## config.mk

```make
export PLATFORM = sky130hd
export DESIGN_NAME = load_store_unit
export DESIGN_NICKNAME = d
export VERILOG_FILES = /design/src/rtl/load_store_unit.sv
export SDC_FILE = /design/constraint.sdc
export NUM_CORES = 1
export LEC_CHECK = 0
export CAP_MARGIN = 15
export CORE_MARGIN = 4
export CORE_UTILIZATION = 30
export DETAILED_ROUTE_END_ITERATION = 12
export PLACE_DENSITY_LB_ADDON = 0.08
export SKIP_CTS_REPAIR_TIMING = 1
export SLEW_MARGIN = 15
export SYNTH_ARGS = -nofsm -noshare
export SYNTH_HDL_FRONTEND = slang
export SYNTH_SLANG_ARGS = --single-unit
export TNS_END_PERCENT = 30
```

## constraint.sdc

```tcl
create_clock -name clk_i -period 4.2 [get_ports clk_i]
set_clock_uncertainty 0.1 [all_clocks]
set_input_delay 0.84 -clock clk_i [delete_from_list [all_inputs] [get_ports clk_i]]
set_output_delay 0.84 -clock clk_i [all_outputs]
set_load 0.05 [all_outputs]
```

## src/rtl/load_store_unit.sv

```systemverilog
// Load/store sequencer in front of the byte-serial memory controller.
// Accepts one decoded load/store at a time, forms the effective address, checks funct3 (and
// optionally alignment), fires a single start pulse, then waits for done or a timeout and
// returns load data to writeback or a store-completion / error strobe.
// Optional feature macro: MISALIGN_TRAP_EN (trap misaligned halfword/word accesses with
// error code 10 instead of sending them to the controller).
module load_store_unit #(
    parameter int unsigned TIMEOUT_CYCLES = 15,
    parameter int unsigned TIMEOUT_W      = 4
) (
    input  logic        clk_i,
    input  logic        rst_ni,
    // Request from decode/execute
    input  logic        req_valid_i,
    output logic        req_ready_o,
    input  logic        req_is_store_i,
    input  logic [2:0]  req_funct3_i,
    input  logic [31:0] req_base_i,
    input  logic [11:0] req_imm_i,
    input  logic [31:0] req_store_data_i,
    input  logic [4:0]  req_rd_i,
    // Memory controller
    output logic        mem_start_o,
    output logic [31:0] mem_address_o,
    output logic [2:0]  mem_mode_o,
    output logic        mem_write_enable_o,
    output logic [31:0] mem_write_data_o,
    input  logic        mem_done_i,
    input  logic [31:0] mem_read_data_i,
    input  logic        mem_active_i,
    // Writeback / completion / error
    output logic        wb_valid_o,
    output logic [4:0]  wb_rd_o,
    output logic [31:0] wb_data_o,
    output logic        store_done_o,
    output logic        err_valid_o,
    output logic [1:0]  err_code_o,
    output logic [31:0] err_addr_o
);

    typedef enum logic [2:0] {
        StIdle,
        StCheck,
        StIssue,
        StWait,
        StResp,
        StErr
    } state_e;

    localparam logic [1:0] ErrIllegal  = 2'b01;
    localparam logic [1:0] ErrMisalign = 2'b10;
    localparam logic [1:0] ErrTimeout  = 2'b11;

    // Counter runs one bit wider so the increment never wraps before the compare.
    localparam logic [TIMEOUT_W:0] TimeoutLimit = (TIMEOUT_W + 1)'(TIMEOUT_CYCLES);

    state_e state_q;

    // Request fields latched on accept
    logic        is_store_q;
    logic [2:0]  funct3_q;
    logic [31:0] store_data_q;
    logic [4:0]  rd_q;
    logic [31:0] ea_q;

    logic [TIMEOUT_W-1:0] cnt_q;

    // Registered outputs
    logic        req_ready_q;
    logic        mem_start_q;
    logic [31:0] mem_address_q;
    logic [2:0]  mem_mode_q;
    logic        mem_write_enable_q;
    logic [31:0] mem_write_data_q;
    logic        wb_valid_q;
    logic [4:0]  wb_rd_q;
    logic [31:0] wb_data_q;
    logic        store_done_q;
    logic        err_valid_q;
    logic [1:0]  err_code_q;
    logic [31:0] err_addr_q;

    logic [31:0]        ea;
    logic               funct3_ok;
    logic               misaligned;
    logic [TIMEOUT_W:0] cnt_inc;
    logic               timeout_hit;

    // Effective address: base plus sign-extended 12-bit immediate, wrapping mod 2^32.
    assign ea = req_base_i + {{20{req_imm_i[11]}}, req_imm_i};

    // Legal funct3 encodings: loads B/H/W/BU/HU, stores B/H/W only.
    always_comb begin
        funct3_ok = 1'b0;
        case (funct3_q)
            3'b000, 3'b001, 3'b010: funct3_ok = 1'b1;
            3'b100, 3'b101:         funct3_ok = !is_store_q;
            default:                funct3_ok = 1'b0;
        endcase
    end

`ifdef MISALIGN_TRAP_EN
    // Halfword needs ea[0]==0, word needs ea[1:0]==0; bytes are always aligned.
    always_comb begin
        misaligned = 1'b0;
        case (funct3_q[1:0])
            2'b01:   misaligned = ea_q[0];
            2'b10:   misaligned = |ea_q[1:0];
            default: misaligned = 1'b0;
        endcase
    end
`else
    // The controller handles unaligned accesses byte-serially.
    assign misaligned = 1'b0;
`endif

    // The counter holds the number of cycles elapsed since the start pulse; the timeout fires
    // on the edge where that count reaches TIMEOUT_CYCLES, so the error strobe lands exactly
    // TIMEOUT_CYCLES cycles after mem_start.
    assign cnt_inc     = {1'b0, cnt_q} + {{TIMEOUT_W{1'b0}}, 1'b1};
    assign timeout_hit = (cnt_inc >= TimeoutLimit);

    // Sequencer FSM with all outputs registered.
    always_ff @(posedge clk_i or negedge rst_ni) begin
        if (!rst_ni) begin
            state_q            <= StIdle;
            is_store_q         <= 1'b0;
            funct3_q           <= 3'b000;
            store_data_q       <= 32'h0;
            rd_q               <= 5'd0;
            ea_q               <= 32'h0;
            cnt_q              <= '0;
            req_ready_q        <= 1'b0;
            mem_start_q        <= 1'b0;
            mem_address_q      <= 32'h0;
            mem_mode_q         <= 3'b000;
            mem_write_enable_q <= 1'b0;
            mem_write_data_q   <= 32'h0;
            wb_valid_q         <= 1'b0;
            wb_rd_q            <= 5'd0;
            wb_data_q          <= 32'h0;
            store_done_q       <= 1'b0;
            err_valid_q        <= 1'b0;
            err_code_q         <= 2'b00;
            err_addr_q         <= 32'h0;
        end else begin
            // Strobes are single-cycle unless a branch below raises them.
            mem_start_q  <= 1'b0;
            wb_valid_q   <= 1'b0;
            store_done_q <= 1'b0;
            err_valid_q  <= 1'b0;

            case (state_q)
                StIdle: begin
                    if (req_valid_i && req_ready_q) begin
                        is_store_q   <= req_is_store_i;
                        funct3_q     <= req_funct3_i;
                        store_data_q <= req_store_data_i;
                        rd_q         <= req_rd_i;
                        ea_q         <= ea;
                        req_ready_q  <= 1'b0;
                        state_q      <= StCheck;
                    end else begin
                        // Controller has no reset: wait for it to go idle before accepting.
                        req_ready_q <= !mem_active_i;
                    end
                end

                StCheck: begin
                    if (!funct3_ok) begin
                        err_valid_q <= 1'b1;
                        err_code_q  <= ErrIllegal;
                        err_addr_q  <= ea_q;
                        state_q     <= StErr;
                    end else if (misaligned) begin
                        err_valid_q <= 1'b1;
                        err_code_q  <= ErrMisalign;
                        err_addr_q  <= ea_q;
                        state_q     <= StErr;
                    end else begin
                        // Controller-facing fields are loaded here and held through RESP.
                        mem_address_q      <= ea_q;
                        mem_mode_q         <= funct3_q;
                        mem_write_enable_q <= is_store_q;
                        mem_write_data_q   <= store_data_q;
                        mem_start_q        <= 1'b1;
                        cnt_q              <= '0;
                        state_q            <= StIssue;
                    end
                end

                StIssue: begin
                    cnt_q   <= cnt_inc[TIMEOUT_W-1:0];
                    state_q <= StWait;
                end

                StWait: begin
                    if (mem_done_i) begin
                        if (is_store_q) begin
                            store_done_q <= 1'b1;
                        end else begin
                            // x0 is hardwired to zero, so no writeback for rd==0.
                            wb_valid_q <= (rd_q != 5'd0);
                            wb_rd_q    <= rd_q;
                            wb_data_q  <= mem_read_data_i;
                        end
                        state_q <= StResp;
                    end else if (timeout_hit) begin
                        err_valid_q <= 1'b1;
                        err_code_q  <= ErrTimeout;
                        err_addr_q  <= ea_q;
                        state_q     <= StErr;
                    end else begin
                        cnt_q <= cnt_inc[TIMEOUT_W-1:0];
                    end
                end

                StResp, StErr: begin
                    req_ready_q <= !mem_active_i;
                    state_q     <= StIdle;
                end

                default: begin
                    state_q <= StIdle;
                end
            endcase
        end
    end

    assign req_ready_o        = req_ready_q;
    assign mem_start_o        = mem_start_q;
    assign mem_address_o      = mem_address_q;
    assign mem_mode_o         = mem_mode_q;
    assign mem_write_enable_o = mem_write_enable_q;
    assign mem_write_data_o   = mem_write_data_q;
    assign wb_valid_o         = wb_valid_q;
    assign wb_rd_o            = wb_rd_q;
    assign wb_data_o          = wb_data_q;
    assign store_done_o       = store_done_q;
    assign err_valid_o        = err_valid_q;
    assign err_code_o         = err_code_q;
    assign err_addr_o         = err_addr_q;

endmodule

```

Yosys cells after proc, flatten, opt, wreduce, memory -nomap -nowiden
Index checks and enable logic that the tools add are counted.
W data, S select, Z words.
- flip-flop bits (word level): 224
- bits of input ports: 122
- output and inout port bits: 144
- word-level logic and storage cells: 90
- $add $sub $neg: 2
- $lt $le $gt $ge: 1
- equal/unequal tests: 16
- mux-type cells: 32
- bitwise gates (word level): 1
- reductions and logical operators: 18
- operator list (cell ; count):
    $mux W32 ; 3
    $pmux W32 S2 ; 1
    $add A32 B32 Y32 ; 1
    $eq A3 B3 Y1 const B ; 4
    $mux W1 ; 12
    $mux W3 ; 4
    $mux W4 ; 3
    $ne A2 B2 Y1 const B ; 6
    $pmux W3 S4 ; 1
    $pmux W4 S3 ; 1
    $eq A3 B2 Y1 const B ; 3
    $reduce_and A4 Y1 ; 2
    $eq A3 B1 Y1 const B ; 2
    $logic_not A3 Y1 ; 2
    $mux W2 ; 3
    $pmux W1 S2 ; 3
    $reduce_and A2 Y1 ; 3
    $add A4 B1 Y5 const B ; 1
    $ge A5 B4 Y1 const B ; 1
    $reduce_bool A5 Y1 ; 1
    $pmux W2 S2 ; 1
    $reduce_bool A2 Y1 ; 2
    $reduce_or A2 Y1 ; 2
    $ne A3 B3 Y1 const B ; 1
    other kinds (6) ; 7

Longest topological paths before layout
Gate-level depths: netlist of the first run.
- depth in word-level cells: 5
- depth in mapped cells: 11
- gate-level depth less buffers: 11

Least setup slack after synthesis of the first run
OpenSTA, ideal clock, no wires.
- path kind: input-to-reg
- start point: in req_base_i[0]
- end point: reg ea_q[30]
- library setup time: 0.141 ns
- arrival time: 2.731 ns
- data required time: 3.959 ns
- path slack: 1.228 ns
- stages on the path: 11
- buffers on the path: 0
- path through: ha_1 > inv_1 > fa_1 > nor2b_1 > o2111ai_1 > a21o_1 > and3_1 > a21o_1 > a211oi_1 > or3_1 > o2111ai_1
- cells in the longest elaborated chain, start to end: 1
- RTL lines (item ; line ; text):
    start: declaration ; 18 ; input logic [31:0] req_base_i,
    $add A32 B32 Y32 ; 90 ; assign ea = req_base_i + {{20{req_imm_i[11]}}, req_imm_i};
    end signal: assignment ; 131 ; ea_q <= 32'h0;
    end signal: assignment ; 160 ; ea_q <= ea;
    end: declaration ; 64 ; logic [31:0] ea_q;
No other way between the ends.
A chain may end at the register's enable or synchronous reset.

Worst setup path after layout of the first run
- start point: in req_imm_i[0]
- end point: reg ea_q[30]
- cells in the longest elaborated chain, start to end: 1
- RTL lines (item ; line ; text):
    start: declaration ; 19 ; input logic [11:0] req_imm_i,
    $add A32 B32 Y32 ; 90 ;
No other way between the ends.

==> results of run 1 <==
critical path, delay by kind of cell:
kind	cells	cell delay, ps
AO/OA/AOI/OAI	5	1080
adder cells (fa/ha/maj)	2	680
buffers and inverters	2	560
AND/OR/NAND/NOR	3	530
power groups by stage:
stage,sequential [mW],combinational (mW),clock [mW]
after floorplan,5.71,1.76,0
after global placement,3.72,5.76,0
after detailed placement,3.74,5.77,0
after CTS,3.71,5.78,2.37
after global routing,3.83,6.06,2.47
final,3.68,5.69,2.27
registers in the layout, summed over array words and instances (netlist names):
name / flops
err_valid_o: 1
store_done_o: 1
state_q: 3
is_store_q: 1
rd_q: 5
mem_start_o: 1
req_ready_o: 1
mem_write_data_o: 32
store_data_q: 32
wb_rd_o: 5
wb_data_o: 32
cnt_q: 4
err_code_o: 2
err_addr_o: 32
mem_address_o: 32
mem_write_enable_o: 1
wb_valid_o: 1
funct3_q: 3
mem_mode_o: 3
ea_q: 32
area by class of cell:
cell class	count	share of cell area [%]
Timing Repair Buffer	279	19.73
Multi-Input combinational cell	620	30.48
Sequential cell	224	39.33
Clock buffer	42	5.557
Tap cell	448	3.933
Clock inverter	7	0.5267
Inverter	17	0.4477
routing by layer:
layer / wire (um) / global-route usage (%) / part of all wire, %
met1: 13010 / 20.89 / 46
met2: 13110 / 24.23 / 46
met3: 1805 / 3.329 / 6.4
met4: 460 / 2.798 / 1.6
met5: 13 / 0 / 0.046
final timing paths:
check	slack [ps]	endpoint	cells past startpoint	startpoint
max in group asynchronous	2840	mem_address_o[29]	2	rst_ni
setup / recovery	800	ea_q[30]	12	req_imm_i[0]
hold reg to reg	370	store_data_q[6]	2	store_data_q[6]
setup reg to reg	1390	err_addr_o[30]	10	cnt_q[0]
hold / removal	300	wb_data_o[16]	1	rst_ni
min in group clk_i	370	store_data_q[6]	2	store_data_q[6]
logic make-up (layout without fill, tap and decap cells):
kind of cell / count (synthesis) / count (layout)
flops: 224 / 224
mux: 141 / 141
buf+inv: 63 / 345
xor+xnor: 27 / 27
compound gates: 145 / 145
simple gates: 273 / 273
fa+ha+maj: 34 / 34
Yosys cell counts, types with 3 or more instances:
cell type    n  area [sq um]
a211oi_1     3         22.52
a21o_1       9         67.56
a21oi_1     43         215.2
a31oi_1      5         31.28
and2_1       4         25.02
and3_1       3         18.77
buf_2       17         85.08
clkbuf_1    26         97.59
dfrtp_1    224          5605
ha_1        33         412.9
inv_1       17         63.81
mux2_2     138          1554
mux2i_1      3         30.03
nand2_1    180         675.7
nand2b_1     6         37.54
nand3_1     11         55.05
nand3b_1     3         22.52
nand4_1     11         68.82
nor2_1      29         108.9
nor2b_1      5         31.28
nor3_1       7         35.03
o211ai_1     3         22.52
o21a_1       6         45.04
o21ai_0     49         245.2
o21ai_1      4         20.02
o21bai_1     5         37.54
or4_1        5         37.54
xnor2_1     14         122.6
xor2_1      13         113.9
metrics by stage:
stage	instance area [sq um]	utilization [%]	instances	setup slack, ps
floorplan	10190	-	907	1228
CTS	14250	42.51	1637	775.4
finish	14250	42.51	1637	796.2
global placement	13390	39.92	1588	235.8
detailed placement	13390	39.92	1588	208.0
global route	14250	42.51	1637	595.0
==> flow_metrics.py, run 1 <==
metrics = {
    "run_status": {
        "status": "complete, no violations",
    },
    "final_layout": {
        "nFillCells": 3233,
        "final_common_cell": "clkdlybuf4s50_1",
        "multi_input_area_sq_mm": 0.004344,
        "regArea_sq_mm": 0.005605,
        "final_cell_mix": "clkdlybuf4s50_1 (264), dfrtp_1 (224), nand2_1 (180)",
        "fin_nets": 1325,
        "drive_above_1_share_pct": 17.24,
        "n_antenna_cell": 0,
        "area_growth_pct": 39.90,
    },
    "die": {
        "rows": 67,
        "die_area_sq_mm": 0.03697,
        "start_util_pct": 30.38,
        "core_sq_mm": 0.03353,
        "pin_count": 266,
        "fp.dieW_um": 192.3,
        "die_y_um": 192.3,
    },
    "pwr": {
        "power_mw": 11.65,
        "power_frac_comb_pct": 48.9,
        "p_sw_mw": 4.984,
        "seqPwrFrac_pct": 31.6,
        "ir_drop_uv": 398.2,
        "cellPowerDensity_mw_per_mm2": 817.2,
        "p_int_mw": 6.665,
        "clkPwrFrac_pct": 19.5,
        "p_leak_nw": 6.282,
        "p_sw_share_pct": 42.78,
    },
    "setup_path": {
        "crit_type": "in -> reg",
        "cp_cell_sequence": "clkdlybuf4s50_1 -> ha_1 -> inv_1 -> fa_1 -> nor2b_1 -> o2111ai_1 -> a21o_1 -> and3_1 -> a21o_1 -> a211oi_1 -> or3_1 -> o2111ai_1",
        "path_max_fanout": 3,
        "max_stage_delay_ps": 480,
        "worst_setup_path_end_kind": "register",
        "start_kind": "input port",
        "worstPathRequired_ps": 4500,
        "critical_path_arrival_ps": 3700,
        "crit_slowest_cell": "clkdlybuf4s50_1",
    },
    "synth": {
        "synth.distinct_cells": 53,
        "ys_ff_latch": 224,
        "synthAdderAreaFrac_pct": 4.249,
        "synth_simple_gate_area_share_pct": 11.61,
        "ys_seq_area_share_pct": 55.02,
        "synth-xor-area-share_pct": 2.321,
        "synth_flop_cell": "dfrtp_1",
        "syn_nets": 1063,
        "ys_async_sr_fraction_pct": 100.0,
        "synth_top_family_by_area": "multiplexers",
        "synthMuxAreaShare_pct": 15.55,
        "syn_inst": 907,
        "syn_area_sq_mm": 0.01019,
        "syn_area_per_cell_sq_um": 11.23,
        "synth-edff-count": 0,
        "synth-compound-area-share_pct": 8.682,
        "yosysWarnings": 0,
    },
    "global_route": {
        "grt.total_usage_pct": 14.97,
        "grt_pass1_vias": 7721,
        "grt_overflow_total": 0,
        "grt_pass1_wl_um": 44550,
        "grt_start_max_net_pins": 121,
        "antenna_found_initial": 1,
    },
    "drt": {
        "wl_um": 28400,
        "vias": 7602,
        "wl_per_cell_um": 17.35,
        "drtAntennaViolNets": 0,
        "dr.pass1.iters": 4,
        "drt-initial-drc-count": 290,
        "vias_per_cell": 4.644,
        "drc_errors": 0,
    },
    "sta": {
        "finalSetupViolCount": 0,
        "whs_ps": 302.1,
        "rsz0062_at_grt": "false",
        "fin_crit_ps": 3404,
        "hold_viol_final": 0,
        "tightest_slew_ps": 952.7,
        "tns_ps": 0,
        "finalCritPeriodShare_pct": 81.04,
        "fmax_ghz": 0.2938,
        "final-max-slew-violation-count": 0,
        "slew_headroom_pct": 36.49,
    },
    "min_path": {
        "min_path_type": "in -> async",
    },
    "clock_tree": {
        "clk_latency_ps": 540,
        "cts_tree": "built",
        "clk_pin_slew_ps": 60,
        "cts_buffers": 27,
        "clockBufferDepth": 3,
        "clock_sinks": 224,
        "clock-root-buffer": "clkbuf_16",
        "cts.htree.levels": 1,
    },
    "place": {
        "io_buffers": 265,
        "place.gp.congestion": 0.8023,
        "dp_hpwl_um": 20510,
    },
    "run": {
        "max_cap_viol_count": 0,
    },
}
Power figures use the tool's default switching activity.
==> run 2, diff against run 1 <==
- clock period: 4.2 -> 3.5 ns (I/O delays scaled with it)
==> flow_metrics.py, run 2 (synthesized netlist as in run 1, its figures left out) <==
metrics = {
    "run_status": {
        "status": "complete, no violations",
    },
    "setup_path": {
        "worst_setup_path_end_kind": "register",
        "max_stage_delay_ps": 480,
        "reg2reg_depth": 10,
        "crit_type": "in -> reg",
        "critical_path_arrival_ps": 3460,
        "crit_slowest_cell": "clkdlybuf4s50_1",
        "critical-path-top-delay-family": "compound AO/OA/AOI/OAI gates",
        "cp.depth": 12,
        "start_kind": "input port",
        "path_max_fanout": 3,
        "crit_buf_inv": 2,
        "worstPathRequired_ps": 3800,
        "cp_cell_sequence": "clkdlybuf4s50_1 -> ha_1 -> inv_1 -> fa_1 -> nor2b_1 -> o2111ai_1 -> a21o_1 -> and3_1 -> a21o_1 -> a211oi_1 -> or3_1 -> o2111ai_1",
    },
    "run": {
        "max_cap_viol_count": 0,
    },
    "drt": {
        "vias_per_cell": 4.613,
        "drtAntennaViolNets": 0,
        "drc_errors": 0,
        "dr.pass1.iters": 4,
        "drt-initial-drc-count": 310,
        "vias": 7786,
        "wl_per_cell_um": 17.16,
        "wl_um": 28960,
    },
    "final_layout": {
        "final_cell_mix": "clkdlybuf4s50_1 (264), dfrtp_1 (224), nand2_1 (180)",
        "fin_nets": 1375,
        "drive_above_1_share_pct": 20.89,
        "n_antenna_cell": 0,
        "final_common_cell": "clkdlybuf4s50_1",
        "area_growth_pct": 44.41,
    },
    "global_route": {
        "grt_start_max_net_pins": 85,
        "antenna_found_initial": 0,
        "grt_pass1_vias": 8049,
        "grt_overflow_total": 0,
        "grt.total_usage_pct": 15.03,
        "grt_pass1_wl_um": 44880,
    },
    "clock_tree": {
        "clock-root-buffer": "clkbuf_16",
        "cts_buffers": 27,
        "clk_latency_ps": 530,
        "clockBufferDepth": 3,
        "cts.htree.levels": 1,
        "clock_sinks": 224,
        "cts_tree": "built",
        "clk_pin_slew_ps": 60,
    },
    "die": {
        "die_y_um": 192.3,
        "start_util_pct": 30.38,
        "core_sq_mm": 0.03353,
        "die_area_sq_mm": 0.03697,
        "pin_count": 266,
        "fp.dieW_um": 192.3,
        "rows": 67,
    },
    "pwr": {
        "p_leak_nw": 6.560,
        "power_mw": 14.31,
        "cellPowerDensity_mw_per_mm2": 972.5,
        "ir_drop_uv": 441.6,
    },
    "sta": {
        "final-max-slew-violation-count": 0,
        "hold_viol_final": 0,
        "finalCritPeriodShare_pct": 90.04,
        "rsz0062_at_grt": "false",
        "tightest_slew_ps": 696.6,
        "finalSetupViolCount": 0,
        "fmax_ghz": 0.3173,
        "fin_crit_ps": 3151,
        "tns_ps": 0,
        "slew_headroom_pct": 53.56,
        "whs_ps": 44.57,
    },
    "place": {
        "io_buffers": 265,
        "dp_hpwl_um": 21110,
        "place.gp.congestion": 0.8044,
    },
    "min_path": {
        "min_path_type": "in -> async",
    },
}
[run 2: layout make-up]
type                       instances  area [sq um]
fill                            3253         18820
sequential                       224          5605
multi-input combinational        620          4344
timing repair buffer             329          3188
clock buffer                      40         794.5
tap                              448         560.5
clock inverter                    10         156.4
inverter                          17         63.81
[run 2: final timing paths]
check                                      start                   end  slack [ps]
worst max-delay path                req_imm_i[0]              ea_q[30]         350
worst min-delay path                      rst_ni         wb_data_o[20]          40
worst max register to register          cnt_q[0]              cnt_q[3]         880
worst min register to register  store_data_q[20]      store_data_q[20]         370
max in group asynchronous                 rst_ni  mem_write_data_o[27]        2390
min in group clk_i              store_data_q[20]      store_data_q[20]         370
[run 2: report_power, final]
group	internal [mW]	switching (mW)	leakage, nW
clock	1.86	1.11	0.467
combinational	2.69	4.23	3.27
sequential	3.75	0.679	2.82
total	8.29	6.02	6.56
[run 2: through the flow]
step | util (%) | cell area (sq um) | setup slack [ps] | instances
global placement | 41.04 | 13760 | -182.5 | 1638
CTS | 43.88 | 14710 | 348.9 | 1688
finish | 43.88 | 14710 | 348.7 | 1688
global route | 43.88 | 14710 | 186.3 | 1688
detailed placement | 41.04 | 13760 | -215.6 | 1638
floorplan | - | 10190 | 668.3 | 907
[run 2: routing by layer]
layer / global-route usage [%] / vias up / share of wire [%]
met5: 0 / - / 0
met3: 3.347 / 36 / 6.5
met1: 20.25 / 3762 / 45
met4: 3.675 / 0 / 2.0
met2: 24.74 / 207 / 46
li1: - / 3781 / -
==> run 3, diff against run 2 <==
--- a/constraint.sdc
+++ b/constraint.sdc
@@ -3,3 +3,3 @@
 set_input_delay 0.7 -clock clk_i [delete_from_list [all_inputs] [get_ports clk_i]]
 set_output_delay 0.7 -clock clk_i [all_outputs]
-set_load 0.05 [all_outputs]
+set_load 0.1 [all_outputs]
==> flow_metrics.py, run 3 (synthesized netlist as in run 1, its figures left out) <==
metrics = {
    "setup_path": {
        "crit_buf_inv": 2,
        "cp_cell_sequence": "clkdlybuf4s50_1 -> ha_1 -> inv_1 -> fa_1 -> nor2b_1 -> o2111ai_1 -> a21o_1 -> and3_1 -> a21o_1 -> a211oi_1 -> or3_1 -> o2111ai_1",
        "worstPathRequired_ps": 3800,
        "rr_startpoint": "cnt_q[0]",
        "path_max_fanout": 3,
        "worst_setup_path_end_kind": "register",
        "start_kind": "input port",
        "crit_slowest_cell": "clkdlybuf4s50_1",
        "critical-path-top-delay-family": "compound AO/OA/AOI/OAI gates",
        "crit_path_start": "req_imm_i[0]",
        "crit_type": "in -> reg",
        "critical_path_arrival_ps": 3450,
        "max_stage_delay_ps": 470,
    },
    "drt": {
        "vias_per_cell": 4.645,
        "vias": 7831,
        "drtAntennaViolNets": 0,
        "dr.pass1.iters": 4,
        "drc_errors": 0,
        "wl_per_cell_um": 17.02,
        "drt-initial-drc-count": 356,
        "wl_um": 28690,
    },
    "clock_tree": {
        "cts_buffers": 27,
        "clock-root-buffer": "clkbuf_16",
        "cts_tree": "built",
        "clock_sinks": 224,
        "clk_pin_slew_ps": 60,
        "cts.htree.levels": 1,
        "clk_latency_ps": 550,
        "clockBufferDepth": 3,
    },
    "place": {
        "io_buffers": 265,
        "place.gp.congestion": 0.7912,
        "dp_hpwl_um": 21200,
    },
    "sta": {
        "final-max-slew-violation-count": 0,
        "whs_ps": -21.48,
        "slew_headroom_pct": 34.46,
        "fin_crit_ps": 3149,
        "fmax_ghz": 0.3176,
        "finalCritPeriodShare_pct": 89.96,
        "finalSetupViolCount": 0,
        "hold_viol_final": 8,
        "tightest_slew_ps": 980.0,
        "tns_ps": 0,
        "rsz0062_at_grt": "false",
    },
    "final_layout": {
        "fin_nets": 1375,
        "final_common_cell": "dfrtp_1",
        "postLayoutCoreUtil_pct": 42.84,
        "regArea_sq_mm": 0.005605,
        "final_cell_mix": "dfrtp_1 (224), nand2_1 (180), buf_4 (179)",
        "n_antenna_cell": 0,
        "area_growth_pct": 40.99,
        "drive_above_1_share_pct": 30.45,
        "multi_input_area_sq_mm": 0.004344,
        "nFillCells": 3276,
    },
    "die": {
        "start_util_pct": 30.38,
        "rows": 67,
        "fp.dieW_um": 192.3,
        "core_sq_mm": 0.03353,
        "pin_count": 266,
        "die_area_sq_mm": 0.03697,
        "die_y_um": 192.3,
    },
    "global_route": {
        "grt_pass1_wl_um": 45420,
        "grt_overflow_total": 0,
        "grt_start_max_net_pins": 65,
        "grt.total_usage_pct": 15.20,
        "grt_pass1_vias": 8181,
        "antenna_found_initial": 1,
    },
    "min_path": {
        "min_path_type": "in -> async",
    },
    "run_status": {
        "status": "finished, violations left",
        "violations": "negative hold slack",
    },
    "run": {
        "max_cap_viol_count": 0,
    },
}
run 3: cell count changes in the layout (fill, tap and decap cells not counted):
cell	change
clkbuf_8	-1
buf_4	+119
clkinv_2	+2
bufinv_16	-2
inv_6	-1
inv_16	+1
buf_12	+1
clkdlybuf4s50_1	-120
clkinvlp_4	-1
run 3: layout make-up:
class / count / area share (%)
Clock buffer: 39 / 5.435
Clock inverter: 9 / 0.7665
Inverter: 17 / 0.4442
Tap cell: 448 / 3.902
Multi-Input combinational cell: 620 / 30.24
Timing Repair Buffer: 329 / 20.19
Sequential cell: 224 / 39.02
run 3: worst reg2reg max path: cells and delay by family (launching register included):
kind            cells  cell delay [ps]
compound gates      4              630
mux                 1              400
buf+inv             2              430
simple gates        2              290
flops               1              390
fa+ha+maj           1              310
run 3: final timing paths:
path	slack, ps	cells past startpoint	end
worst max-delay path	350	12	ea_q[30]
worst min-delay path	-20	1	wb_data_o[17]
worst max register to register	840	10	err_addr_o[22]
worst min register to register	370	1	err_code_o[0]
max in group asynchronous	2580	2	mem_write_data_o[2]
min in group clk_i	370	1	err_code_o[0]
run 3: per-stage QoR:
| step | std cells | setup slack (ps) | hold slack (ps) | instance area, sq um |
|---|---|---|---|---|
| 3_3_place_gp | 1638 | -176.4 | 353.7 | 13470 |
| 3_5_place_dp | 1638 | -202.0 | 352.7 | 13470 |
| 5_1_grt | 1686 | 142.7 | 0.5620 | 14370 |
| 6_report | 1686 | 351.5 | -21.48 | 14370 |
| 4_1_cts | 1686 | 362.2 | -8.007 | 14370 |
| 2_1_floorplan | 907 | 668.3 | 304.4 | 10190 |
run 3: per-layer routing:
metal	vias up	global-route usage [%]	wire (um)
met5	-	0	13
met4	2	3.867	764
li1	3786	-	-
met1	3801	20.64	12980
met3	40	3.473	1745
met2	202	24.70	13190
Power of run 3 is not shown: default switching activity piles up to over one toggle a cycle in this logic, so the estimate is an artifact.
